`config.mk`:
```
export PLATFORM = sky130hd
export DESIGN_NAME = quad_step_decoder
export DESIGN_NICKNAME = d
export VERILOG_FILES = /design/src/rtl/quad_step_decoder.sv
export SDC_FILE = /design/constraint.sdc
export NUM_CORES = 1
export LEC_CHECK = 0
export ABC_CLOCK_PERIOD_IN_PS = 3200
export BUFFER_PORTS_ARGS = -buffer_cell sky130_fd_sc_hd__buf_2
export CAP_MARGIN = 20
export CORE_ASPECT_RATIO = 1.25
export CORE_MARGIN = 1
export CORE_UTILIZATION = 55
export DETAILED_ROUTE_END_ITERATION = 12
export GPL_ROUTABILITY_DRIVEN = 1
export HOLD_SLACK_MARGIN = 0.05
export PLACE_DENSITY = 0.77
export SETUP_SLACK_MARGIN = 0.3
export SYNTH_ARGS = -nofsm -noshare
export SYNTH_HDL_FRONTEND = slang
export SYNTH_SLANG_ARGS = --single-unit
```
`constraint.sdc`:
```
create_clock -name clk -period 3.2 [get_ports clk]
set_input_delay 0.64 -clock clk [delete_from_list [all_inputs] [get_ports clk]]
set_output_delay 0.64 -clock clk [all_outputs]
set_load 0.005 [all_outputs]
```
`src/rtl/quad_step_decoder.sv`:
```
// ---------------------------------------------------------------------------
// quad_step_decoder
// Turns a raw asynchronous quadrature pair (qa/qb) into one-cycle inc/dec
// step pulses for the downstream up/down counter. The input pair is
// synchronized and glitch filtered, then the quadrature position is tracked.
// Partial edges are accumulated until a full step is reached. A transition
// where both bits change is flagged as illegal.
//
// Ports:
//   clk      in   clock, all state on the rising edge
//   rst      in   asynchronous active-high reset
//   qa, qb   in   raw quadrature phases (asynchronous)
//   en       in   0: keep tracking position but suppress inc/dec
//   clr_err  in   synchronous clear of err_cnt (wins over an increment)
//   inc      out  one-cycle pulse, one forward step
//   dec      out  one-cycle pulse, one reverse step
//   err      out  one-cycle pulse on an illegal double-bit transition
//   err_cnt  out  saturating count of illegal transitions
// ---------------------------------------------------------------------------
module quad_step_decoder #(
    parameter int unsigned SYNC_STAGES    = 2,
    parameter int unsigned FILT_LEN       = 4,
    parameter int unsigned EDGES_PER_STEP = 4
) (
    input  logic       clk,
    input  logic       rst,
    input  logic       qa,
    input  logic       qb,
    input  logic       en,
    input  logic       clr_err,
    output logic       inc,
    output logic       dec,
    output logic       err,
    output logic [7:0] err_cnt
);

    localparam int unsigned CNT_W = 4;
    localparam logic [CNT_W-1:0] FILT_MAX  = CNT_W'(FILT_LEN);
    localparam logic [CNT_W-1:0] FILT_LAST = CNT_W'(FILT_LEN - 1);
    // Step thresholds as 4-bit two's complement patterns (+E and -E).
    localparam logic signed [3:0] EPS_POS = 4'(EDGES_PER_STEP);
    localparam logic signed [3:0] EPS_NEG = 4'(16 - EDGES_PER_STEP);

    // Elaboration-time parameter range checks.
    generate
        if (SYNC_STAGES < 2 || SYNC_STAGES > 4) begin : g_bad_sync
            $error("quad_step_decoder: SYNC_STAGES must be 2..4");
        end
        if (FILT_LEN < 1 || FILT_LEN > 15) begin : g_bad_filt
            $error("quad_step_decoder: FILT_LEN must be 1..15");
        end
        if (EDGES_PER_STEP != 1 && EDGES_PER_STEP != 2 && EDGES_PER_STEP != 4) begin : g_bad_eps
            $error("quad_step_decoder: EDGES_PER_STEP must be 1, 2 or 4");
        end
    endgenerate

    typedef enum logic {
        ST_INIT  = 1'b0,
        ST_TRACK = 1'b1
    } state_t;

    logic [SYNC_STAGES-1:0] sync_a;
    logic [SYNC_STAGES-1:0] sync_b;
    logic [1:0]             sab;
    logic [1:0]             sab_q;
    logic                   sab_same;
    logic [CNT_W-1:0]       stab_cnt;
    logic                   fab_load;
    logic [1:0]             fab;
    logic                   fab_upd;

    state_t                 state;
    state_t                 state_nxt;
    logic [1:0]             ref_ab;
    logic [1:0]             ref_d;
    logic [1:0]             pos_delta;
    logic signed [2:0]      acc;
    logic signed [2:0]      acc_d;
    logic signed [3:0]      acc_sum;
    logic                   inc_d;
    logic                   dec_d;
    logic                   err_d;
    logic [7:0]             err_cnt_d;

    // Gray-code position of a quadrature value; forward order 00,01,11,10.
    function automatic logic [1:0] gray_pos(input logic [1:0] v);
        case (v)
            2'b00:   gray_pos = 2'd0;
            2'b01:   gray_pos = 2'd1;
            2'b11:   gray_pos = 2'd2;
            default: gray_pos = 2'd3;
        endcase
    endfunction

    // Synchronizer chains for the asynchronous phase inputs.
    always_ff @(posedge clk or posedge rst) begin
        if (rst) begin
            sync_a <= '0;
            sync_b <= '0;
        end else begin
            sync_a <= {sync_a[SYNC_STAGES-2:0], qa};
            sync_b <= {sync_b[SYNC_STAGES-2:0], qb};
        end
    end

    assign sab      = {sync_a[SYNC_STAGES-1], sync_b[SYNC_STAGES-1]};
    assign sab_same = (sab == sab_q);
    // Accept the value once it has survived the full stability window.
    assign fab_load = sab_same && (stab_cnt == FILT_LAST);

    // Glitch filter: stability counter and accepted value fab.
    always_ff @(posedge clk or posedge rst) begin
        if (rst) begin
            sab_q    <= '0;
            stab_cnt <= '0;
            fab      <= '0;
            fab_upd  <= 1'b0;
        end else begin
            sab_q <= sab;
            if (!sab_same) begin
                stab_cnt <= '0;
            end else if (stab_cnt != FILT_MAX) begin
                stab_cnt <= stab_cnt + CNT_W'(1);
            end
            if (fab_load) begin
                fab <= sab;
            end
            fab_upd <= fab_load;
        end
    end

    // Movement relative to the reference, modulo 4 (2 means both bits flipped).
    assign pos_delta = gray_pos(fab) - gray_pos(ref_ab);

    // FSM state register.
    always_ff @(posedge clk or posedge rst) begin
        if (rst) begin
            state <= ST_INIT;
        end else begin
            state <= state_nxt;
        end
    end

    // FSM next state: leave INIT on the first accepted value.
    always_comb begin
        state_nxt = state;
        if (state == ST_INIT && fab_upd) begin
            state_nxt = ST_TRACK;
        end
    end

    // FSM outputs: accumulator, step pulses and error bookkeeping.
    always_comb begin
        acc_d     = acc;
        ref_d     = ref_ab;
        inc_d     = 1'b0;
        dec_d     = 1'b0;
        err_d     = 1'b0;
        err_cnt_d = err_cnt;
        acc_sum   = {acc[2], acc};

        if (fab_upd) begin
            ref_d = fab;
            if (state == ST_TRACK) begin
                case (pos_delta)
                    2'd1: acc_sum = acc_sum + 4'sd1;
                    2'd3: acc_sum = acc_sum - 4'sd1;
                    2'd2: begin
                        err_d   = 1'b1;
                        acc_sum = '0;
                        if (err_cnt != 8'hFF) begin
                            err_cnt_d = err_cnt + 8'd1;
                        end
                    end
                    default: ;
                endcase
            end
        end

        if (acc_sum == EPS_POS) begin
            inc_d = 1'b1;
            acc_d = '0;
        end else if (acc_sum == EPS_NEG) begin
            dec_d = 1'b1;
            acc_d = '0;
        end else begin
            acc_d = acc_sum[2:0];
        end

        // Disabled: keep the accumulator empty so re-enabling starts clean.
        if (!en) begin
            acc_d = '0;
            inc_d = 1'b0;
            dec_d = 1'b0;
        end

        if (clr_err) begin
            err_cnt_d = '0;
        end
    end

    // Registered datapath and outputs.
    always_ff @(posedge clk or posedge rst) begin
        if (rst) begin
            ref_ab  <= '0;
            acc     <= '0;
            inc     <= 1'b0;
            dec     <= 1'b0;
            err     <= 1'b0;
            err_cnt <= '0;
        end else begin
            ref_ab  <= ref_d;
            acc     <= acc_d;
            inc     <= inc_d;
            dec     <= dec_d;
            err     <= err_d;
            err_cnt <= err_cnt_d;
        end
    end

endmodule

```
==> results.json, run 1 <==
{
  "drv_cap": 0,
  "hp-class": "in -> async",
  "antenna_found_initial": 0,
  "cts.htree.levels": 2,
  "ir_drop_uv": 288.9,
  "critPathArrivalTime_ns": 3.00,
  "vias": 1105,
  "grtUsageTotal": 0.2091,
  "cts_tree": "built",
  "ctsRootBufferMaster": "clkbuf_4",
  "grt-ovfl-total": 0,
  "die_height_um": 61.07,
  "outcome": "finished clean",
  "drtIter0Drc": 45,
  "placed_cell_area_um2": 1654,
  "drt_wl_total_mm": 2.688,
  "cts_made_buffers": 5,
  "setup_viol": 0,
  "port-buffer-count": 16,
  "tightest_slew_ns": 0.3630,
  "nNetsFinal": 181,
  "grt_max_degree": 31,
  "slew_violations": 0,
  "finClkSkew_ns": 0.008725,
  "antennaDiodeCount": 0,
  "avgSynthCellArea_um2": 11.21,
  "rsz0062_at_grt": "false",
  "slew_headroom": 0.7563,
  "synthTopCellsByCount": "dfrtp_1, nor2_1, ha_1, inv_1, xnor2_1",
  "synthDominantCellAreaShare": 0.4890,
  "cp_data_required_time_ns": 3.44,
  "netlist_top_cells_area": "dfrtp_1, ha_1, xnor2_1",
  "final_hold_viol_count": 0,
  "grt_pass1_wl_mm": 4.574,
  "path_max_fanout": 7,
  "drc": 0,
  "ys.warnings.count": 0,
  "routedWlPerCell_um": 13.44,
  "synth_ff_type": "dfrtp_1",
  "ios": 17,
  "cts.sink_count": 30,
  "fin_crit_sh": 0.8626,
  "cts_buffer_depth": 2,
  "power_uw": 814.5,
  "path_clk_slew_ns": 0.09,
  "syn_nets": 152,
  "fin_crit_ns": 2.760,
  "insertion_delay_ns": 0.33,
  "core-area_um2": 2654,
  "pwr_density_cell_nw_per_um2": 441.1,
  "grt_pass1_vias": 1113,
  "ant_nets": 0,
  "ys_seq_area_frac": 0.4890,
  "power_leakage_nw": 0.8956,
  "syn-cell-area_um2": 1535,
  "start_util": 0.5785,
  "ys_ff_latch": 30,
  "dieWidth_um": 49.26,
  "setup_tns_ns": 0,
  "viasPerCell": 5.525,
  "cp-start-kind": "flop",
  "dieArea_um2": 3008,
  "drt-pass1-iter-count": 4,
  "crit_path_end_kind": "flop",
  "max_freq_ghz": 0.3623,
  "synth-async-reset-ratio": 1.000,
  "synthMostInstantiatedCell": "dfrtp_1",
  "yosysTopAreaCell": "dfrtp_1",
  "critical_path_class": "reg -> reg",
  "ys_types": 40,
  "syn_inst": 137,
  "gp_congestion": 0.7608,
  "area_growth_pct": 20.29,
  "rows": 21,
  "final_cell_area_um2": 1847,
  "place_hpwl_mm": 1.896,
  "layout-drive-gt1-share": 0.3072,
  "synth-edff-count": 0
}
==> logic make-up (layout without fill, tap and decap cells) <==
kind of cell    after synthesis  count (layout)  share of synthesized area
xor+xnor                     13              13                    0.09454
compound gates               20              20                     0.1003
fa+ha+maj                     9               9                    0.07335
flops                        30              30                     0.4890
buf+inv                      10              39                    0.02445
simple gates                 50              50                     0.1834
mux                           5               5                    0.03504
==> cells in the final DEF, fill, tap and decap left out, types with 2 or more instances in the layout <==
cell type / Yosys / routed
o22a_1: 2 / 2
nor4b_2: 2 / 2
ha_2: 0 / 2
buf_2: 0 / 16
ha_1: 9 / 7
a21oi_1: 5 / 4
nand4_1: 3 / 3
mux2i_1: 2 / 2
nor4_2: 1 / 2
o21ai_0: 3 / 3
mux2_2: 3 / 3
nand3_1: 5 / 5
clkbuf_4: 0 / 5
a211oi_2: 2 / 2
and3_1: 4 / 4
buf_4: 0 / 6
nor2b_1: 2 / 2
inv_1: 9 / 9
nand2_2: 1 / 2
nor2_1: 16 / 16
nand2_1: 6 / 5
xnor2_1: 8 / 8
xor2_1: 3 / 3
dfrtp_1: 30 / 30
nor3_1: 2 / 2
==> where the power goes <==
group	leakage, nW	switching, mW	total, mW	internal, mW
clock network	0.0443	0.126	0.307	0.182
registers	0.403	0.0117	0.404	0.392
logic	0.448	0.0573	0.103	0.0460
==> layer usage <==
layer  part of all wire  wire (um)  track usage
met3              0.040        107      0.06914
met2               0.51       1367       0.3796
met1               0.42       1136       0.2136
met4              0.028         76       0.1218
met5                  0          0            0
==> area by class of cell <==
class                      count  area, um^2
multi-input combinational     97       785.8
inverter                       9       33.78
clock inverter                 1       30.03
tap                           34       42.54
sequential                    30       750.7
clock buffer                   6       51.30
fill                         207       807.0
timing repair buffer          23       152.6
==> critical path, cell delays in order (launching register included) <==
cell and delay, ns:
dfrtp_1 0.42, ha_1 0.31, ha_2 0.18, xor3_2 0.48, nand2_2 0.07, xnor2_1 0.12
ha_2 0.20, or4_4 0.43, a21oi_4 0.16, o311ai_4 0.12, a211oi_2 0.19
==> through the flow <==
step | setup WS [ns] | hold slack, ns | util | cells
6_report | 0.4398 | 0.2498 | 0.6959 | 200
5_1_grt | 0.2970 | 0.2540 | 0.6959 | 200
4_1_cts | 0.3146 | 0.3585 | 0.6539 | 193
3_5_place_dp | 0.2063 | 0.3370 | 0.6233 | 186
3_3_place_gp | 0.2931 | 0.3346 | 0.6233 | 186
2_1_floorplan | 0.3650 | 0.3312 | - | 137
==> sequential cells by signal, indices dropped and copies added (netlist names), 2 cells and up <==
register,cells
stab_cnt,4
ref_ab,2
err_cnt,8
fab,2
sync_a,2
acc,3
sab_q,2
sync_b,2
==> timing repair <==
item	4_1_cts	5_1_grt
setup endpoints to repair	3	3
pin swaps	1	9
gates resized for setup	0	8
hold buffers	0	0
gates cloned	0	0
buffers inserted	0	6
==> path summary, 6_finish.rpt <==
path | from | to | slack, ns | cells past startpoint
setup / recovery | fab[1]$_DFFE_PP0P_ | inc$_DFF_PP0_ | 0.44 | 10
hold / removal | rst | stab_cnt[3]$_DFFE_PP0P_ | 0.25 | 2
setup reg to reg | fab[1]$_DFFE_PP0P_ | inc$_DFF_PP0_ | 0.44 | 10
hold reg to reg | sync_a[0]$_DFF_PP0_ | sync_a[1]$_DFF_PP0_ | 0.36 | 0
max in group asynchronous | rst | acc[2]$_DFF_PP0_ | 2.52 | 3
min in group clk | sync_a[0]$_DFF_PP0_ | sync_a[1]$_DFF_PP0_ | 0.36 | 0
(Power assumes the default switching activity.)
==> inputs of run 2 (changes only) <==
--- a/config.mk
+++ b/config.mk
@@ -6,7 +6,7 @@
 export NUM_CORES = 1
 export LEC_CHECK = 0
 export ABC_CLOCK_PERIOD_IN_PS = 3200
-export BUFFER_PORTS_ARGS = -buffer_cell sky130_fd_sc_hd__buf_2
+export BUFFER_PORTS_ARGS = -buffer_cell sky130_fd_sc_hd__buf_4
 export CAP_MARGIN = 20
 export CORE_ASPECT_RATIO = 1.25
 export CORE_MARGIN = 1
==> run 2 against run 1 <==
Die area stayed put. Clock power is 34% lower. Total power is 11% lower. Register-to-register slack worse by 0.07 ns. Sequential share of layout area is 0.082 points lower. Combinational power is 16% higher. Sequential power hardly changed. Largest cell class unchanged.
==> results.json, run 2 (synthesis gave the netlist of run 1 again) <==
{
  "area_growth_pct": 20.54,
  "cts_hold_buf": 0,
  "ctsRootBufferMaster": "clkbuf_4",
  "slew_headroom": 0.7396,
  "drt_wl_total_mm": 3.047,
  "cp_data_required_time_ns": 3.43,
  "crit_path_end_kind": "flop",
  "critical_path_class": "reg -> reg",
  "final_hold_viol_count": 0,
  "antennaDiodeCount": 0,
  "die_height_um": 61.07,
  "crit_buf_inv": 2,
  "dieWidth_um": 49.26,
  "grt-ovfl-total": 0,
  "rows": 21,
  "grt_pass1_vias": 1067,
  "cts.sink_count": 30,
  "drc": 0,
  "finClkSkew_ns": 0.01057,
  "fin_crit_sh": 0.8852,
  "routedWlPerCell_um": 15.39,
  "reg_top3": "err_cnt: 8 flops, stab_cnt: 4 flops, acc: 3 flops",
  "drt-pass1-iter-count": 4,
  "tightest_slew_ns": 0.3880,
  "cts_made_buffers": 5,
  "grt_max_degree": 25,
  "setup_viol": 0,
  "largest_reg_flops": 8,
  "postLayoutSetupSlackWorst_ns": 0.3673,
  "fillers": 190,
  "layout-drive-gt1-share": 0.2988,
  "drtIter0Drc": 23,
  "placed_cell_area_um2": 1722,
  "antenna_found_initial": 0,
  "ant_nets": 0,
  "dieArea_um2": 3008,
  "grt_pass1_wl_mm": 4.657,
  "max_freq_ghz": 0.3530,
  "place_hpwl_mm": 2.120,
  "setup_tns_ns": 0,
  "nNetsFinal": 179,
  "drv_cap": 0,
  "post-place-ws_ns": 0.1228,
  "cp-start-kind": "flop",
  "top_register": "err_cnt",
  "hp-class": "in -> async",
  "grtUsageTotal": 0.2131,
  "start_util": 0.5785,
  "path_clk_slew_ns": 0.09,
  "pwr_density_cell_nw_per_um2": 392.5,
  "critPathArrivalTime_ns": 3.06,
  "fin_crit_ns": 2.833,
  "viasPerCell": 5.611,
  "port-buffer-count": 16,
  "cts_buffer_depth": 2,
  "insertion_delay_ns": 0.33,
  "crit_family": "adder cells",
  "cp_cell_sequence": "inv_1 -> ha_1 -> inv_2 -> ha_4 -> xor3_2 -> nand2_1 -> xnor2_1 -> ha_2 -> or4_4 -> a21oi_2 -> o311ai_4 -> a211oi_2",
  "rsz0062_at_grt": "false",
  "cp_slowest_cell": "or4_4",
  "final_common_cell": "dfrtp_1",
  "ir_drop_uv": 268.7,
  "core-area_um2": 2654,
  "ios": 17,
  "final_cell_area_um2": 1851,
  "gp_congestion": 0.8034,
  "slew_violations": 0,
  "layout_common_cells": "dfrtp_1, buf_4, nor2_1, xnor2_1, inv_1",
  "vias": 1111,
  "cts.htree.levels": 2,
  "power_leakage_nw": 0.8699,
  "slowest_delay_ns": 0.48,
  "cts_tree": "built",
  "path_max_fanout": 4,
  "outcome": "finished clean"
}
run 2: changes by cell type in the layout (fill, tap and decap cells not counted), sizes merged:
| cell | before | now |
|---|---|---|
| buf | 23 | 21 |
| bufinv | 1 | 0 |
| clkbuf | 6 | 7 |
run 2: area by class of cell:
type                            count  area, um^2  area share
Multi-Input combinational cell     97       800.8      0.4327
Sequential cell                    30       750.7      0.4057
Timing Repair Buffer               21       177.7     0.09601
Clock buffer                        7       45.04     0.02434
Tap cell                           34       42.54     0.02299
Inverter                            9       33.78     0.01826
run 2: final timing paths:
kind,startpoint,to,slack (ns),depth (start not counted)
min reg2reg,sync_b[0]$_DFF_PP0_,sync_b[1]$_DFF_PP0_,0.36,0
max reg2reg,ref_ab[0]$_DFFE_PP0P_,dec$_DFF_PP0_,0.37,12
min in group clk,sync_b[0]$_DFF_PP0_,sync_b[1]$_DFF_PP0_,0.36,0
max in group asynchronous,rst,stab_cnt[1]$_DFFE_PP0P_,2.47,3
min,rst,sync_b[0]$_DFF_PP0_,0.28,2
max,ref_ab[0]$_DFFE_PP0P_,dec$_DFF_PP0_,0.37,12
run 2: stage by stage:
step           hold slack, ns  utilization  cells  power, mW
6_report               0.2817       0.6973    198     0.7264
2_1_floorplan          0.3312            -    137     0.4723
3_3_place_gp           0.3315       0.6384    186     0.4910
5_1_grt                0.2933       0.6973    198     0.7568
3_5_place_dp           0.3464       0.6488    187     0.5019
4_1_cts                0.2752       0.6686    195     0.7053
run 2: power by group:
part	leakage, nW	switching [mW]	internal, mW
Clock	0.0254	0.119	0.0826
Sequential	0.403	0.0140	0.392
Combinational	0.441	0.0629	0.0557
Total	0.870	0.196	0.531
run 2: worst register-to-register path, cell delays in order (launching register included):
cell and delay, ns:
dfrtp_1 0.36, inv_1 0.06, ha_1 0.31, inv_2 0.07, ha_4 0.13, xor3_2 0.42, nand2_1 0.09, xnor2_1 0.07
ha_2 0.20, or4_4 0.48, a21oi_2 0.18, o311ai_4 0.14, a211oi_2 0.23
run 2: timing repair:
action                     CTS  global route
pin swaps                    1             4
gates resized for setup      0             9
setup endpoints to repair    3             3
setup buffers                1             3
run 2: metal layers:
metal / vias up / track usage / wire length, um
li1: 534 / - / -
met1: 537 / 0.2158 / 1249
met2: 30 / 0.4051 / 1610
met3: 10 / 0.05926 / 102
met4: 0 / 0.1092 / 85
met5: - / 0 / 0
==> inputs of run 3 (changes only) <==
==> config.mk (replaced) <==
export PLATFORM = sky130hd
export DESIGN_NAME = quad_step_decoder
export DESIGN_NICKNAME = d
export VERILOG_FILES = /design/src/rtl/quad_step_decoder.sv
export SDC_FILE = /design/constraint.sdc
export NUM_CORES = 1
export LEC_CHECK = 0
export ABC_CLOCK_PERIOD_IN_PS = 2500
export BUFFER_PORTS_ARGS = -buffer_cell sky130_fd_sc_hd__buf_4
export CAP_MARGIN = 20
export CORE_ASPECT_RATIO = 1.25
export CORE_MARGIN = 1
export CORE_UTILIZATION = 51
export DETAILED_ROUTE_END_ITERATION = 12
export GPL_ROUTABILITY_DRIVEN = 1
export HOLD_SLACK_MARGIN = 0.05
export PLACE_DENSITY = 0.75
export SETUP_SLACK_MARGIN = 0.3
export SKIP_LAST_GASP = 1
export SYNTH_ARGS = -nofsm -noshare
export SYNTH_HDL_FRONTEND = slang
export SYNTH_SLANG_ARGS = --single-unit
==> constraint.sdc (replaced) <==
create_clock -name clk -period 2.5 [get_ports clk]
set_input_delay 0.5 -clock clk [delete_from_list [all_inputs] [get_ports clk]]
set_output_delay 0.5 -clock clk [all_outputs]
set_load 0.005 [all_outputs]
==> run 3 against run 2 <==
The run now ends with negative setup slack left. Design area grew 2.6%. Hold slack got worse by 0.060 ns. Non-clock buffer count grew 3. Clock skew decreased by 0.0032 ns. Critical endpoint is now acc[2]$_DFF_PP0_.
==> results.json, run 3 (synthesis gave the netlist of run 1 again) <==
{
  "placed_cells": 191,
  "cts_buffer_depth": 2,
  "cp_slowest_cell": "dfrtp_1",
  "fillers": 220,
  "drc": 0,
  "gp_congestion": 0.7413,
  "antennaDiodeCount": 0,
  "placed_cell_area_um2": 1758,
  "reg_top3": "err_cnt: 8 flops, stab_cnt: 4 flops, acc: 3 flops",
  "post-place-ws_ns": -0.04438,
  "crit_path_end_kind": "flop",
  "grt-ovfl-total": 0,
  "viasPerCell": 5.450,
  "cp_cell_sequence": "ha_2 -> ha_4 -> xor3_2 -> nand2_2 -> xnor2_1 -> ha_2 -> or4_4 -> a21oi_4 -> o311ai_4 -> buf_4 -> a21boi_1",
  "dieArea_um2": 3235,
  "critical_path_class": "reg -> reg",
  "cp_data_required_time_ns": 2.77,
  "r2r_start": "fab[1]$_DFFE_PP0P_",
  "cp-start-kind": "flop",
  "final_cell_area_um2": 1898,
  "ios": 17,
  "setup_tns_ns": -0.1121,
  "routedWlPerCell_um": 13.47,
  "drtIter0Drc": 14,
  "final_common_cell": "dfrtp_1",
  "ant_nets": 0,
  "slowest_delay_ns": 0.43,
  "violations": "negative setup slack",
  "largest_reg_flops": 8,
  "critPathArrivalTime_ns": 2.81,
  "combPwrFrac": 0.153,
  "die_height_um": 63.34,
  "outcome": "complete, but fails checks",
  "power_frac_clock": 0.316,
  "cts_made_buffers": 5,
  "drv_cap": 0,
  "hp-class": "in -> async",
  "slew_violations": 0,
  "nNetsFinal": 182,
  "layout_common_cells": "dfrtp_1, buf_4, nor2_1, xnor2_1, inv_1",
  "area_growth_pct": 23.63,
  "max_freq_ghz": 0.3925,
  "dieWidth_um": 51.08,
  "stdcell_count": 202,
  "path_max_fanout": 4,
  "top_register": "err_cnt",
  "cts.sink_count": 30,
  "start_util": 0.5565,
  "r2r_end": "acc[2]$_DFF_PP0_",
  "core-area_um2": 2759,
  "path_clk_slew_ns": 0.10,
  "fin_crit_ns": 2.548,
  "crit_buf_inv": 1,
  "finClkSkew_ns": 0.007332,
  "cts_tree": "built",
  "cts.htree.levels": 2,
  "power_leakage_nw": 0.8787,
  "switchingPower_uw": 266.0,
  "vias": 1101,
  "grt_pass1_vias": 1126,
  "rows": 21,
  "final_hold_viol_count": 0,
  "grt_pass1_wl_mm": 4.761,
  "tightest_slew_ns": 0.3865,
  "ir_drop_uv": 438.7,
  "antenna_found_initial": 0,
  "switching_share": 0.2726,
  "port-buffer-count": 16,
  "p_int_uw": 709.8,
  "postLayoutSetupSlackWorst_ns": -0.04776,
  "ctsRootBufferMaster": "clkbuf_4",
  "insertion_delay_ns": 0.34,
  "drt_wl_total_mm": 2.720,
  "grt_max_degree": 31,
  "rsz0062_at_grt": "true",
  "seqPwrFrac": 0.531,
  "grtUsageTotal": 0.2023,
  "layout-drive-gt1-share": 0.3571,
  "setup_viol": 3,
  "slew_headroom": 0.7402,
  "cp_common_cell": "ha_2",
  "r2r_cells": 11,
  "pwr_density_cell_nw_per_um2": 514.1,
  "crit_family": "adder cells",
  "power_uw": 975.9,
  "fin_crit_sh": 1.019,
  "drt-pass1-iter-count": 4,
  "reg2reg_slack_ns": -0.05,
  "place_hpwl_mm": 1.952
}
==> run 3: cell count changes in the layout (fill, tap and decap cells not counted), moves of 2 or more <==
cell      previous run  this run
buf_4               20        24
ha_1                 6         4
ha_2                 1         3
clkbuf_1             2         0
==> run 3: tightest hold or removal path, stage by stage <==
cell and delay, ns:
buf_4 0.11, inv_1 0.04, buf_4 0.33
==> run 3: final cells by class <==
class / count / area, um^2 / share of cell area
clock buffer: 6 / 51.30 / 0.02703
clock inverter: 2 / 12.51 / 0.006592
inverter: 9 / 33.78 / 0.01780
multi-input combinational: 97 / 827.0 / 0.4357
sequential: 30 / 750.7 / 0.3955
tap: 34 / 42.54 / 0.02241
timing repair buffer: 24 / 180.2 / 0.09492
==> run 3: timing repair <==
item,CTS,global route
setup endpoints to repair,3,6
pin swaps,3,4
gates resized for setup,6,5
setup buffers,2,1
cloned,0,0
hold buffers,0,0
==> run 3: worst max-delay path by stage <==
stage                               start                to  slack [ns]  cells past startpoint
CTS                    fab[1]$_DFFE_PP0P_     inc$_DFF_PP0_       -0.05                     10
finish                 fab[1]$_DFFE_PP0P_  acc[2]$_DFF_PP0_       -0.05                     11
floorplan              fab[0]$_DFFE_PP0P_     dec$_DFF_PP0_        0.03                     10
detailed placement     fab[0]$_DFFE_PP0P_  acc[2]$_DFF_PP0_       -0.04                     10
global placement    ref_ab[0]$_DFFE_PP0P_     inc$_DFF_PP0_        0.05                     12
global route           fab[1]$_DFFE_PP0P_     inc$_DFF_PP0_       -0.17                     10
==> run 3: power groups by stage <==
stage	clock, mW	combinational, mW	sequential [mW]
3_3_place_gp	0	0.134	0.526
6_report	0.308	0.150	0.518
5_1_grt	0.341	0.165	0.521
4_1_cts	0.323	0.149	0.518
2_1_floorplan	0	0.0938	0.524
3_5_place_dp	0	0.138	0.528
==> run 3: metal layers <==
metal  track usage  vias to the layer above  part of all wire
li1              -                      542                 -
met1        0.2309                      532              0.42
met2        0.3240                       22              0.52
met3       0.07005                        5             0.034
met4        0.1111                        0             0.025
met5             0                        -                 0
==> run 3: stage by stage <==
stage,hold slack [ns],util
floorplan,0.3312,-
global placement,0.3328,0.6372
detailed placement,0.3385,0.6372
CTS,0.2186,0.6766
global route,0.2419,0.6880
finish,0.2222,0.6880
